`src/rtl/alu_scheduler_pkg.sv`:
```
// Shared opcode constants, FSM state enum and opcode classification helpers for alu_scheduler.
package alu_scheduler_pkg;

  localparam logic [3:0] OP_ADD  = 4'b0010;
  localparam logic [3:0] OP_SUB  = 4'b1010;
  localparam logic [3:0] OP_CBZ  = 4'b0111;
  localparam logic [3:0] OP_CBNZ = 4'b1111;
  localparam logic [3:0] OP_AND  = 4'b0110;
  localparam logic [3:0] OP_ORR  = 4'b0100;
  localparam logic [3:0] OP_EOR  = 4'b1001;
  localparam logic [3:0] OP_NOR  = 4'b0101;
  localparam logic [3:0] OP_NAND = 4'b1100;
  localparam logic [3:0] OP_MOV  = 4'b1101;

  typedef enum logic [1:0] {IDLE, EXEC, RESP} state_t;

  function automatic logic op_is_addsub(input logic [3:0] op);
    return (op == OP_ADD) || (op == OP_SUB);
  endfunction

  function automatic logic op_is_cb(input logic [3:0] op);
    return (op == OP_CBZ) || (op == OP_CBNZ);
  endfunction

  function automatic logic op_legal(input logic [3:0] op);
    logic ok;
    case (op)
      OP_ADD, OP_SUB, OP_CBZ, OP_CBNZ, OP_AND,
      OP_ORR, OP_EOR, OP_NOR, OP_NAND, OP_MOV: ok = 1'b1;
      default:                                 ok = 1'b0;
    endcase
    return ok;
  endfunction

endpackage

```
`src/rtl/alu_rr_arb.sv`:
```
// Two-way round-robin arbiter; the last-grant pointer moves only when a grant is accepted.
module alu_rr_arb (
  input  logic       clk,
  input  logic       reset,
  input  logic [1:0] req,
  input  logic       accept,
  output logic [1:0] grant
);

  logic last;

  always_comb begin
    grant = 2'b00;
    case (req)
      2'b01:   grant = 2'b01;
      2'b10:   grant = 2'b10;
      2'b11:   grant = last ? 2'b01 : 2'b10;
      default: grant = 2'b00;
    endcase
  end

  // Pointer resets to req1 so req0 wins the first tie.
  always_ff @(posedge clk) begin
    if (reset)       last <= 1'b1;
    else if (accept) last <= grant[1];
  end

endmodule

```
`src/rtl/alu_scheduler.sv`:
```
// Shares one combinational ALU between two requesters (IDLE -> EXEC -> RESP).
// Define ALU_SCHED_OPCHK_EN to reject illegal opcodes with rsp_err instead of forwarding them.
module alu_scheduler
  import alu_scheduler_pkg::*;
#(
  parameter int WIDTH = 32
) (
  input  logic             clk,
  input  logic             reset,
  input  logic             req0_valid,
  output logic             req0_ready,
  input  logic [3:0]       req0_op,
  input  logic [WIDTH-1:0] req0_a,
  input  logic [WIDTH-1:0] req0_b,
  input  logic             req1_valid,
  output logic             req1_ready,
  input  logic [3:0]       req1_op,
  input  logic [WIDTH-1:0] req1_a,
  input  logic [WIDTH-1:0] req1_b,
  output logic [3:0]       alu_control,
  output logic [WIDTH-1:0] alu_data1,
  output logic [WIDTH-1:0] alu_data2,
  input  logic [WIDTH-1:0] alu_result,
  input  logic             alu_overflow,
  input  logic             alu_zero,
  output logic             rsp_valid,
  input  logic             rsp_ready,
  output logic             rsp_id,
  output logic [WIDTH-1:0] rsp_result,
  output logic             rsp_overflow,
  output logic             rsp_zero,
  output logic             rsp_err
);

  state_t           state, state_nx;
  logic [1:0]       grant;
  logic             accept;
  logic             op_ok;
  logic [3:0]       op_q;
  logic [WIDTH-1:0] a_q, b_q;
  logic             id_q;

  alu_rr_arb u_arb (
    .clk    (clk),
    .reset  (reset),
    .req    ({req1_valid, req0_valid}),
    .accept (accept),
    .grant  (grant)
  );

  assign req0_ready = (state == IDLE) && !reset && grant[0];
  assign req1_ready = (state == IDLE) && !reset && grant[1];
  assign accept     = req0_ready || req1_ready;

`ifdef ALU_SCHED_OPCHK_EN
  assign op_ok = op_legal(op_q);
`else
  assign op_ok = 1'b1;
`endif

  always_ff @(posedge clk) begin
    if (reset) state <= IDLE;
    else       state <= state_nx;
  end

  always_comb begin
    state_nx    = state;
    rsp_valid   = 1'b0;
    alu_control = OP_MOV;
    alu_data1   = '0;
    alu_data2   = '0;
    case (state)
      IDLE: if (accept) state_nx = EXEC;
      EXEC: begin
        state_nx = RESP;
        if (op_ok) begin
          alu_control = op_q;
          alu_data1   = a_q;
          alu_data2   = b_q;
        end
      end
      RESP: begin
        rsp_valid = 1'b1;
        if (rsp_ready) state_nx = IDLE;
      end
      default: state_nx = IDLE;
    endcase
  end

  always_ff @(posedge clk) begin
    if (reset) begin
      op_q <= OP_MOV;
      a_q  <= '0;
      b_q  <= '0;
      id_q <= 1'b0;
    end else if (accept) begin
      op_q <= grant[1] ? req1_op : req0_op;
      a_q  <= grant[1] ? req1_a  : req0_a;
      b_q  <= grant[1] ? req1_b  : req0_b;
      id_q <= grant[1];
    end
  end

  // Flags are masked to the op classes that define them; compare ops return a zero result.
  always_ff @(posedge clk) begin
    if (reset) begin
      rsp_id       <= 1'b0;
      rsp_result   <= '0;
      rsp_overflow <= 1'b0;
      rsp_zero     <= 1'b0;
      rsp_err      <= 1'b0;
    end else if (state == EXEC) begin
      rsp_id       <= id_q;
      rsp_result   <= (op_ok && !op_is_cb(op_q)) ? alu_result : '0;
      rsp_overflow <= op_ok && op_is_addsub(op_q) && alu_overflow;
      rsp_zero     <= op_ok && op_is_cb(op_q) && alu_zero;
      rsp_err      <= !op_ok;
    end
  end

endmodule

```
`config.mk`:
```
export PLATFORM = sky130hd
export DESIGN_NAME = alu_scheduler
export DESIGN_NICKNAME = d
export VERILOG_FILES = /design/src/rtl/alu_scheduler_pkg.sv /design/src/rtl/alu_rr_arb.sv /design/src/rtl/alu_scheduler.sv
export SDC_FILE = /design/constraint.sdc
export NUM_CORES = 1
export LEC_CHECK = 0
export CAP_MARGIN = 20
export CORE_UTILIZATION = 30
export CTS_BUF_LIST = sky130_fd_sc_hd__clkbuf_8 sky130_fd_sc_hd__clkbuf_16
export CTS_CLUSTER_SIZE = 14
export DETAILED_ROUTE_END_ITERATION = 10
export GPL_TIMING_DRIVEN = 1
export SLEW_MARGIN = 25
export SYNTH_ARGS = -nofsm -noshare
export SYNTH_HDL_FRONTEND = slang
export SYNTH_SLANG_ARGS = --single-unit
```
`constraint.sdc`:
```
create_clock -name clk -period 2.3 [get_ports clk]
set_input_delay 0.575 -clock clk [delete_from_list [all_inputs] [get_ports clk]]
set_output_delay 0.575 -clock clk [all_outputs]
set_load 0.005 [all_outputs]
```
# Word-level counts from Yosys, hierarchy flattened
# Cells that the tools add are included.
# Widths: inputs -> output; s select.
# classes
eq_ne	11
muxes	13
n_reduce_logical	11
# op_table
op	count
$mux 32	5
$pmux 2 s3	2
$eq 4x4->1 const B	2
$mux 4	2
$eq 2x2->1 const B	3
$mux 2	3
$logic_and 1x1->1	5
$eq 2x1->1 const B	2
$eq 4x2->1 const B	1
$eq 4x3->1 const B	1
$ne 2x2->1 const B	2
$logic_or 1x1->1	3
$logic_not 2->1	1
$reduce_and 2->1	1
$logic_not 1->1	1
$mux 1	1
# word_totals
reg_bits	107
input_bits	175
output_inout_bits	107
elab_cells	45

# Longest topological paths before layout
# Gate-level depths: netlist of the first run.
# depth
word_depth	6
mapped_depth	7

# Hierarchy
# A second synthesis of the first run with hierarchy kept.
# hier_totals
cells_unflattened	568
hier_area_um2	5038.6
# modules_own_cells
mod	instances	cells_per_inst	area_each_um2	seq_area_each_um2
alu_scheduler	1	562	4984.8	2122.0
alu_rr_arb	1	6	53.8	20.0

# Worst setup path before layout of the first run
# Ideal clock, no wire load.
# synth_timing
path_kind	input to output
start	input port reset
end	output port req0_ready
arrival_time_ns	1.497
required_time_ns	1.725
setup_slack_ns	0.228
path_stages	4
n_path_buf	2
cell_sequence	buf_2 nor3_4 buf_6 nor3b_1
# synth_between
elab_chain_len	3
# synth_lines
item	line_no	source
start: declaration	alu_scheduler.sv:9	input logic reset,
$logic_not 1->1	alu_scheduler.sv:51	assign req0_ready = (state == IDLE) && !reset && grant[0];
$logic_and 1x1->1 (2 in series)	alu_scheduler.sv:51	
end: declaration	alu_scheduler.sv:11	output logic req0_ready,
# No other way between the ends.

# Worst setup path after layout of the first run
# layout_timing
start	register state[0]
end	output port alu_data1[31]
# layout_between
elab_chain_len	2
# layout_lines
item	line_no	source
start: declaration	alu_scheduler.sv:35	state_t state, state_nx;
start signal: assignment	alu_scheduler.sv:63	else state <= state_nx;
$eq 2x1->1	alu_scheduler.sv:72	case (state)
$mux 32	alu_scheduler.sv:72	
end: declaration	alu_scheduler.sv:21	output logic [WIDTH-1:0] alu_data1,
# No other way between the ends.

==> flow_summary.toml, run 1 <==
[run_status]
outcome = "finished, final reports clean"

[logic_synthesis]
synth.area.top_cells = "dfxtp_1, nand2_1, a21oi_1"
synthesis.instances = 640
ys_seq_area_share_pct = 41.9
yosys.area.top_type = "dfxtp_1"
yosysUniqueCellTypes = 30
yosys_warnings = 0
synth_nets = 815
synth_top_area_share_pct = 41.9
synthesis.area_um2 = 5110
postSynthAreaPerCell_um2 = 7.98
ys_ff_latch = 107

[critical_path]
critical-path-top-delay-family = "buffers and inverters"
worstSetupEndpointType = "primary output"
cpMaxStageDelayCell = "dfxtp_2"
r2r_end = "b_q[27]"
worstPathMaxFanout = 8
worstPathCellList = "nor2b_4 -> buf_6 -> buf_4 -> buf_12 -> buf_4 -> and2_1 -> clkdlybuf4s15_1"
crit_required_ps = 1730
ff2ff_path_depth = 7
reg2reg_from = "state[1]"
worstPathArrival_ps = 1700
critPathMaxStageDelay_ps = 320
crit_cells = 7
ff2ff_setup_slack_ps = 170
critPathKind = "reg -> out"
cp_common_cell = "buf_4"
crit_buf_inv = 5
start_kind = "register"

[timing]
worst_pin_slew_ps = 760
fin_skew_ps = 7.05
maxSlewHeadroom_pct = 49.4
grt_setup_unrepaired = "true"
fin_crit_ps = 2270
period_share_pct = 98.8
setup_viol = 0
fmax_mhz = 440
hold_violations = 0
drv_slew = 0

[clock_network]
clock_path_buffers = 2
htreeDepth = 3
cts_sinks = 107
clk_pin_slew_worst_paths_ps = 80
clockRootBuffer = "clkbuf_16"
cts-hold-fix-buffers = 0
cts_inserted_buffers = 9
clk-insertion-delay-late_ps = 350
cts_tree = "yes"

[drt]
vias = 5666
route.detailed.drc = 0
drt-vias-per-instance = 5.03
ant_nets = 0
drtIter0Drc = 238
wl_per_cell_um = 17.1
drt_wl_total_um = 19200
dr.pass1.iters = 4

[layout]
fin_nets = 1076
drive_gt1_share_pct = 10.5
mostFrequentLayoutCell = "clkdlybuf4s50_1"
insertedDiodeCount = 0
multiInputGateArea_um2 = 2590
syn2layout_area_growth_pct = 66.9
layout_common_cells = "clkdlybuf4s50_1, nand2_1, dfxtp_1, a21oi_1, and2_1"
finish.utilization_pct = 51.4
regArea_um2 = 2150
final_cell_area_um2 = 8520
n_fill_cell = 1605

[die]
die_w_um = 132
placementRows = 47
die_h_um = 132
floorplan.initialDensity_pct = 30.8
pin_count = 282
core_area_um2 = 16600
dieArea_um2 = 17600

[power]
leakagePower_nw = 3.43
ir_drop_mv = 0.423
power.density_nw_per_um2 = 587

[job]
drv_cap = 0

[placed_design]
place.gp.congestion = 0.816
placedInstanceArea_um2 = 8060
dp_hpwl_um = 12600
io_buffer_count = 280

[global_route]
grt_pass1_wl_um = 30100
grt_start_max_net_pins = 67
overflow = 0
grt_usage_pct = 21.7
first_global_vias = 5770
antenna_found_initial = 0

[hold_path]
hold_end = "rsp_id"
min_path_type = "reg -> reg"
hold_start = "id_q"
hold-path-cell-count = 2
-- cell type report --
cell class,count,share of cell area [%]
Timing Repair Buffer,317,37.5
Multi-Input combinational cell,463,30.4
Sequential cell,107,25.2
Tap cell,220,3.23
Clock buffer,9,2.64
Clock inverter,7,0.895
Inverter,3,0.132
-- cells by family (layout without fill, tap and decap cells) --
kind of cell / count (synthesis) / in the layout / synth area share [%]
flops: 107 / 107 / 41.9
buf+inv: 70 / 336 / 7.64
other cells: 1 / 1 / 0.0734
simple gates: 286 / 286 / 26.2
compound gates: 176 / 176 / 24.1
-- Yosys cell counts --
master / instances
nor2b_1: 3
nor3b_1: 1
a221o_1: 1
a21bo_2: 1
buf_2: 24
nor3_4: 1
a311oi_1: 54
nand2_1: 167
nand3_1: 33
dfxtp_1: 107
o32ai_1: 3
and2_1: 66
a311oi_2: 11
buf_4: 2
buf_6: 12
nand2b_1: 5
or3_1: 1
nand2_4: 1
or2_1: 1
a22oi_1: 4
nor4bb_1: 1
nor2_1: 5
a21oi_1: 101
inv_1: 2
a21boi_2: 1
inv_2: 1
conb_1: 1
or3b_2: 1
clkbuf_1: 24
buf_1: 5
-- worst reg2reg max path, stage by stage, from the launching register on --
cell,delay (ps)
dfxtp_4,360
buf_4,150
nor3_4,210
buf_4,590
nand2_4,120
inv_2,120
buf_12,250
a311oi_1,170
-- worst max path at each step --
stage | startpoint | end | slack, ps
floorplan | reset | req0_ready | 230
global placement | req0_valid | req0_ready | -260
detailed placement | req0_valid | req0_ready | -270
CTS | state[1] | alu_data2[31] | -170
global route | state[0] | alu_data1[31] | -50
finish | state[0] | alu_data1[31] | 30
-- per-stage QoR --
| step | setup slack (ps) | TNS [ps] | hold WS (ps) | total power, mW | std cells |
|---|---|---|---|---|---|
| 4_1_cts | -170 | -339 | 453 | 5.05 | 1123 |
| 6_report | 28.2 | 0 | 447 | 5.00 | 1126 |
| 3_3_place_gp | -260 | -4900 | 438 | 3.34 | 1092 |
| 5_1_grt | -48.6 | -61.6 | 470 | 5.28 | 1126 |
| 2_1_floorplan | 228 | 0 | 432 | 2.73 | 640 |
| 3_5_place_dp | -268 | -7790 | 443 | 3.37 | 1092 |
-- power breakdown --
part / internal (mW) / total (mW) / switching (mW)
logic: 0.730 / 1.32 / 0.587
registers: 2.02 / 2.10 / 0.0835
clock network: 0.851 / 1.59 / 0.735
-- metal layers --
metal / GRT usage [%] / up-vias / share of wire [%]
met1: 25.2 / 2644 / 41
met3: 6.28 / 34 / 7.8
li1: - / 2756 / -
met2: 37.6 / 232 / 49
met4: 8.17 / 0 / 2.5
met5: 0 / - / 0
-- sequential cells by signal (all words and copies together) (netlist names) --
register / cells
u_arb.last: 1
a_q: 32
rsp_overflow: 1
b_q: 32
rsp_result: 32
state: 2
op_q: 4
id_q: 1
rsp_id: 1
rsp_zero: 1
-- timing repair --
action,CTS,global route
gates cloned,5,2
resized for setup,83,41
setup buffers,10,2
endpoints found under the setup margin,70,6
No activity file was read; power rests on OpenSTA's default activity.
==> run 2, diff against run 1 <==
- RECOVER_POWER: default -> 25
==> flow_summary.toml, run 2 (synthesis gave the netlist of run 1 again) <==
[run_status]
outcome = "finished, final reports clean"

[drt]
dr.pass1.iters = 4
ant_nets = 0
wl_per_cell_um = 17.1
drtIter0Drc = 241
drt_wl_total_um = 19300
vias = 5690
route.detailed.drc = 0
drt-vias-per-instance = 5.05

[timing]
fin_crit_ps = 2270
hold_violations = 0
grt_setup_unrepaired = "true"
period_share_pct = 98.9
fmax_mhz = 440
setup_viol = 0
maxSlewHeadroom_pct = 32.6
fin_ws_ps = 25.8
worst_pin_slew_ps = 1010
fin_skew_ps = 7.19
drv_slew = 0

[clock_network]
cts_tree = "yes"
cts-hold-fix-buffers = 0
cts_sinks = 107
clockRootBuffer = "clkbuf_16"
clk-insertion-delay-late_ps = 350
cts_inserted_buffers = 9
htreeDepth = 3
clock_path_buffers = 2
clk_pin_slew_worst_paths_ps = 70

[critical_path]
start_kind = "register"
crit_required_ps = 1730
critPathKind = "reg -> out"
ff2ff_setup_slack_ps = 170
ff2ff_path_depth = 7
worstPathMaxFanout = 8
reg2reg_from = "state[1]"
worstPathArrival_ps = 1700
r2r_end = "b_q[30]"
worstSetupEndpointType = "primary output"

[placed_design]
dp_hpwl_um = 12600
io_buffer_count = 280
dp_slack_ps = -268
placedInstanceArea_um2 = 8060
place_inst = 1092
place.gp.congestion = 0.816

[die]
die_h_um = 132
dieArea_um2 = 17600
die_w_um = 132
pin_count = 282
core_area_um2 = 16600
placementRows = 47
floorplan.initialDensity_pct = 30.8

[global_route]
grt_start_max_net_pins = 67
first_global_vias = 5770
grt_pass1_wl_um = 30100
grt_usage_pct = 21.7
overflow = 0
antenna_found_initial = 0

[power]
combinationalPowerShare_pct = 26.2
p_sw_mw = 1.41
pwr-share-seq_pct = 42.0
power.density_nw_per_um2 = 587
p_int_mw = 3.59
pwr-share-clk_pct = 31.8
leakagePower_nw = 3.50
swShare_pct = 28.2
ir_drop_mv = 0.422

[hold_path]
hold_end = "rsp_overflow"
hold-path-cell-count = 2
min_path_type = "reg -> reg"
hold_start = "rsp_overflow"

[layout]
instances_no_fill = 1126
syn2layout_area_growth_pct = 66.8
layout_common_cells = "clkdlybuf4s50_1, nand2_1, dfxtp_1, a21oi_1, and2_1"
top_regs = "a_q x32, b_q x32, rsp_result x32"
drive_gt1_share_pct = 10.5
multiInputGateArea_um2 = 2590
regArea_um2 = 2150
insertedDiodeCount = 0
fin_nets = 1076
final_cell_area_um2 = 8520
n_fill_cell = 1606
mostFrequentLayoutCell = "clkdlybuf4s50_1"

[job]
drv_cap = 0
[run 2: area by class of cell]
class / instances / area share [%]
inverters: 3 / 0.132
flip-flops and latches: 107 / 25.2
repair buffers: 317 / 37.4
multi-input cells: 463 / 30.5
clock inverters: 7 / 0.896
well taps: 220 / 3.23
clock buffers: 9 / 2.64
[run 2: timing repair]
| item | CTS | global route |
|---|---|---|
| endpoints found under the hold margin | 0 | 0 |
| pin swaps | 0 | 0 |
| cloned | 5 | 2 |
| resized for setup | 83 | 41 |
| endpoints found under the setup margin | 70 | 6 |
| buffers inserted | 10 | 2 |
[run 2: worst max-delay path by stage]
| stage | from | end | cells after the start |
|---|---|---|---|
| 5_1_grt | state[0] | alu_data1[31] | 7 |
| 6_report | state[0] | alu_data1[31] | 7 |
| 2_1_floorplan | reset | req0_ready | 4 |
| 4_1_cts | state[1] | alu_data2[31] | 6 |
| 3_3_place_gp | req0_valid | req0_ready | 4 |
| 3_5_place_dp | req0_valid | req0_ready | 4 |
[run 2: power groups by stage]
stage | combinational (mW) | sequential (mW) | clock, mW
after global placement | 1.21 | 2.13 | 0
after global routing | 1.42 | 2.12 | 1.73
after detailed placement | 1.23 | 2.14 | 0
after CTS | 1.31 | 2.10 | 1.64
after floorplan | 0.604 | 2.12 | 0
final | 1.31 | 2.10 | 1.59
[run 2: per-layer routing]
layer / GRT usage [%] / part of all wire, %
met5: 0 / 0
met4: 8.17 / 2.5
met3: 6.28 / 6.9
met2: 37.6 / 48
met1: 25.2 / 42
[run 2: per-stage QoR]
| step | power, mW | TNS, ps | hold WS, ps | util, % |
|---|---|---|---|---|
| 2_1_floorplan | 2.73 | 0 | 432 | - |
| 3_3_place_gp | 3.34 | -4900 | 438 | 48.6 |
| 3_5_place_dp | 3.37 | -7790 | 443 | 48.6 |
| 4_1_cts | 5.05 | -339 | 453 | 51.5 |
| 5_1_grt | 5.27 | -61.6 | 467 | 51.4 |
| 6_report | 5.00 | 0 | 447 | 51.4 |
[run 2: worst max-delay path, cell delays in order, from the launching register on]
cell             delay, ps
dfxtp_2                320
nor2b_4                120
buf_6                  110
buf_4                  150
buf_12                 130
buf_4                  150
and2_1                 160
clkdlybuf4s15_1        200
